--- config.mk ---
export PLATFORM = sky130hd
export DESIGN_NAME = io_input_ctrl
export DESIGN_NICKNAME = d
export VERILOG_FILES = /design/src/rtl/io_input_ctrl.sv
export SDC_FILE = /design/constraint.sdc
export NUM_CORES = 1
export LEC_CHECK = 0
export CORE_ASPECT_RATIO = 1.1
export CORE_MARGIN = 3
export CORE_UTILIZATION = 23
export DETAILED_ROUTE_END_ITERATION = 12
export PLACE_DENSITY = 0.35
export SLEW_MARGIN = 10
export SYNTH_ARGS = -nofsm -noshare
export SYNTH_HDL_FRONTEND = slang
export SYNTH_SLANG_ARGS = --single-unit
--- constraint.sdc ---
create_clock -name i_clk -period 19.6 [get_ports i_clk]
set_clock_uncertainty 0.15 [all_clocks]
set_input_delay 3.92 -clock i_clk [delete_from_list [all_inputs] [get_ports i_clk]]
set_output_delay 3.92 -clock i_clk [all_outputs]
set_load 0.02 [all_outputs]
--- src/rtl/io_input_ctrl.sv ---
// rtl/io_input_ctrl.sv - switch/key synchroniser, debouncer and press-flag register window
// Optional macro INPUT_IRQ_EN adds the irq mask register (offset 3) and the o_irq output.
module io_input_ctrl #(
    parameter int SW_W      = 18,
    parameter int KEY_W     = 4,
    parameter int DB_CYCLES = 1000000,
    parameter int CNT_W     = 20
) (
    input  logic              i_clk,
    input  logic              i_rst,
    input  logic [SW_W-1:0]   i_sw,
    input  logic [KEY_W-1:0]  i_key_n,
    input  logic [2:0]        i_addr,
    input  logic              i_rd_en,
    input  logic              i_wr_en,
    input  logic [31:0]       i_wdata,
`ifdef INPUT_IRQ_EN
    output logic              o_irq,
`endif
    output logic [31:0]       o_rdata
);

    localparam int N = SW_W + KEY_W;
    localparam logic [CNT_W-1:0] CNT_LAST = CNT_W'(DB_CYCLES - 1);
    // Key sync flops reset to the released pin level so no phantom press qualifies after reset.
    localparam logic [N-1:0] SYNC_RST = {{KEY_W{1'b1}}, {SW_W{1'b0}}};

    logic [N-1:0]     sync1, sync2, synced;
    logic [N-1:0]     deb, deb_nxt;
    logic [CNT_W-1:0] cnt     [N];
    logic [CNT_W-1:0] cnt_nxt [N];
    logic [KEY_W-1:0] key_deb, key_rise, press_flag, w1c_mask;
    logic [SW_W-1:0]  sw_deb;
    logic [31:0]      rd_mux;
    logic             unused_wdata;

    assign synced   = {~sync2[N-1:SW_W], sync2[SW_W-1:0]};
    assign sw_deb   = deb[SW_W-1:0];
    assign key_deb  = deb[N-1:SW_W];
    assign key_rise = deb_nxt[N-1:SW_W] & ~key_deb;
    assign w1c_mask = (i_wr_en && i_addr == 3'd2) ? i_wdata[KEY_W-1:0] : '0;
    assign unused_wdata = ^i_wdata[31:KEY_W];

    always_comb begin
        deb_nxt = deb;
        for (int i = 0; i < N; i++) begin
            cnt_nxt[i] = '0;
            if (synced[i] != deb[i]) begin
                if (cnt[i] == CNT_LAST)
                    deb_nxt[i] = synced[i];
                else
                    cnt_nxt[i] = cnt[i] + 1'b1;
            end
        end
    end

`ifdef INPUT_IRQ_EN
    logic [KEY_W-1:0] irq_mask;

    always_ff @(posedge i_clk or posedge i_rst) begin
        if (i_rst) begin
            irq_mask <= '0;
            o_irq    <= 1'b0;
        end else begin
            if (i_wr_en && i_addr == 3'd3)
                irq_mask <= i_wdata[KEY_W-1:0];
            o_irq <= |(press_flag & irq_mask);
        end
    end
`endif

    always_comb begin
        rd_mux = '0;
        case (i_addr)
            3'd0: rd_mux = {{(32-SW_W){1'b0}}, sw_deb};
            3'd1: rd_mux = {{(32-KEY_W){1'b0}}, key_deb};
            3'd2: rd_mux = {{(32-KEY_W){1'b0}}, press_flag};
`ifdef INPUT_IRQ_EN
            3'd3: rd_mux = {{(32-KEY_W){1'b0}}, irq_mask};
`endif
            default: rd_mux = '0;
        endcase
    end

    always_ff @(posedge i_clk or posedge i_rst) begin
        if (i_rst) begin
            sync1      <= SYNC_RST;
            sync2      <= SYNC_RST;
            deb        <= '0;
            press_flag <= '0;
            o_rdata    <= '0;
            for (int i = 0; i < N; i++)
                cnt[i] <= '0;
        end else begin
            sync1 <= {i_key_n, i_sw};
            sync2 <= sync1;
            deb   <= deb_nxt;
            for (int i = 0; i < N; i++)
                cnt[i] <= cnt_nxt[i];
            // A rising edge in the same cycle as a W1C keeps the flag set.
            press_flag <= (press_flag & ~w1c_mask) | key_rise;
            if (i_rd_en)
                o_rdata <= rd_mux;
        end
    end

endmodule

==> run summary <==
Outcome - complete, no violations
Crit share post-route - 32.1%
Number of buffers created by CTS - 68
Final GP Congestion - 0.738
Post-route DRC - 0
Global-route wire length before repair - 95800 um
DRT iter0 DRCs - 745
Largest cells by area after synthesis - dfrtp_1 52%, xnor2_1 5.8%, nor2_1 5.0%
Vias in the first global route - 19000
Die width - 321 um
# IOs - 93
Vias post-DR - 18500
Power Density - 83.4 nW/um^2
ANT nets after route - 0
Synth Cell Area - 25100 sq um
Post-Layout Inst Area - 29500 sq um
Wire per inst - 13.7 um
Syn_area_per_cell - 9.98 sq um
Clock transition at path regs - 0.05 ns
HP Start - sync1[2]
Post-synth top area share - 51.8%
R2r endpoint - cnt[66]
Count leader, synth - dfrtp_1
Die height - 353 um
WP data required - 20.03 ns
Top cells by count, synth - 520 x dfrtp_1, 333 x nor2_1, 165 x xnor2_1
Port Buf Inserts - 50
Initial antenna violation count - 2
Worst min path class - reg -> reg
Final HPWL DP - 35400 um
R2R cell count - 5
Fin worst setup slack - 13.30 ns
Kind of critical path - in -> async
P&R area growth vs syn - 17.6%
Site Rows - 126
Hold depth - 0
Async set-reset flop share out of synthesis - 100%
Static Leak - 11.4 nW
CP Launch Type - primary input
Highest clock rate - 159 MHz
H-tree depth - 3
Cts hold-fix bufs - 0
Main synth FF type - dfrtp_1
Worst slack at placement - 12.42 ns
Max Slew Vio Count - 0
TritonRoute pass-1 iters - 4
CTS sink cnt - 528
Final min period - 6.30 ns
Setup TNS - 0 ns
Nature of the critical path endpoint - asynchronous set/reset pin
Max-cap violations - 0
Starting Density - 23.3%
Unique masters post-synth - 50
Filler cells - 11400
CTS resizes - 0
Worst Path Arrival - 6.73 ns
Layout cells sized above 1 - 7.67%
Reg2reg start - cnt[76]
Worst-Margin Slew - 0.972 ns
PnR Total Power - 2.47 mW
Slew headroom - 35.2%
Largest net degree at the start of global routing - 150
N_diodes - 0
Routed vias/inst - 4.57
CP max FO - 149
Post-synthesis instance total - 2517
Hold Fails Final Rpt - 0
Layout net count - 2678
Total GRT Usage - 9.99%
Postcts setup bufs - 0
Clk buf depth - 3
Root buf cell - clkbuf_16
Final setup viols - 0
RSZ-0062 raised after global routing - false
Sequential area share after synthesis - 52.6%
Synth area leader - dfrtp_1
EDFF count, synth - 0
CTS tree - yes
Hold Path Sink - sync2[2]
Yosys warns - 0
Cell Area, Placed - 27300 sq um
Routed wire length - 55600 um
FF-to-FF setup slack - 16.96 ns
Die area - 113000 sq um
Core area - 108000 sq um
Max VDD drop - 49.6 uV
Global route total overflow - 0
Register bit total from synthesis - 528
Clock latency on the worst-skew pair - 0.62 ns
## kinds of logic after synthesis
kind of cell	synth area share (%)
flops	52.6
fa+ha+maj	1.10
compound gates	7.54
mux	1.13
simple gates	24.5
xor+xnor	10.1
buf+inv	3.02
other cells	0.0149
## placed cells by master (no fill, tap or decap), types with 86 or more instances in the layout
cell / netlist / routed
xor2_1: 125 / 125
nand3_1: 159 / 159
nand4_1: 112 / 112
o21ai_0: 86 / 86
inv_1: 106 / 105
xnor2_1: 165 / 165
nor2_1: 333 / 333
nand2_1: 145 / 145
a21oi_1: 131 / 131
dfrtp_1: 520 / 520
## final cells by class
class | count | area (sq um) | area share (%)
timing repair buffer | 67 | 648 | 2.19
clock inverter | 17 | 169 | 0.572
sequential | 528 | 13200 | 44.8
clock buffer | 103 | 2110 | 7.14
tap | 1408 | 1760 | 5.96
multi-input combinational | 1824 | 11200 | 38.0
inverter | 106 | 405 | 1.37
## registers in the layout (all words and copies together), names as in the netlist
register and count:
press_flag 4, sync1 22, deb 22, o_rdata 18, cnt 440, sync2 22
## worst max path at each step
stage / from / end / slack [ns]
3_3_place_gp: i_rst / cnt[221] / 12.43
3_5_place_dp: i_rst / cnt[220] / 12.42
6_report: i_rst / cnt[293] / 13.30
5_1_grt: i_rst / cnt[291] / 12.75
2_1_floorplan: i_rst / cnt[0] / 0.79
4_1_cts: i_rst / cnt[289] / 13.07
## power by group
| part | total [mW] | leakage (nW) | switching, mW | internal, mW |
|---|---|---|---|---|
| Clock | 1.27 | 1.13 | 0.497 | 0.769 |
| Sequential | 1.12 | 7.21 | 0.0160 | 1.11 |
| Combinational | 0.0766 | 3.08 | 0.0543 | 0.0224 |
## per-stage QoR
step           cells  hold WS, ns  utilization, %
2_1_floorplan   2530        0.181               -
3_3_place_gp    3933        0.185            25.3
3_5_place_dp    3933        0.185            25.3
4_1_cts         4053        0.198            27.4
5_1_grt         4053        0.206            27.4
6_report        4053        0.194            27.4
## metal layers
metal / wire length [um] / global-route usage (%) / vias up
met5: 0 / 0 / -
met4: 1490 / 3.37 / 0
met3: 1930 / 1.95 / 89
met2: 26300 / 16.8 / 214
met1: 25800 / 12.8 / 9135
li1: - / - / 9074
## worst max-delay path: stages
cell             delay [ns]
clkdlybuf4s50_1        0.49
inv_8                  0.55
buf_12                 0.68
buf_4                  0.90
Power figures use the tool's default switching activity.
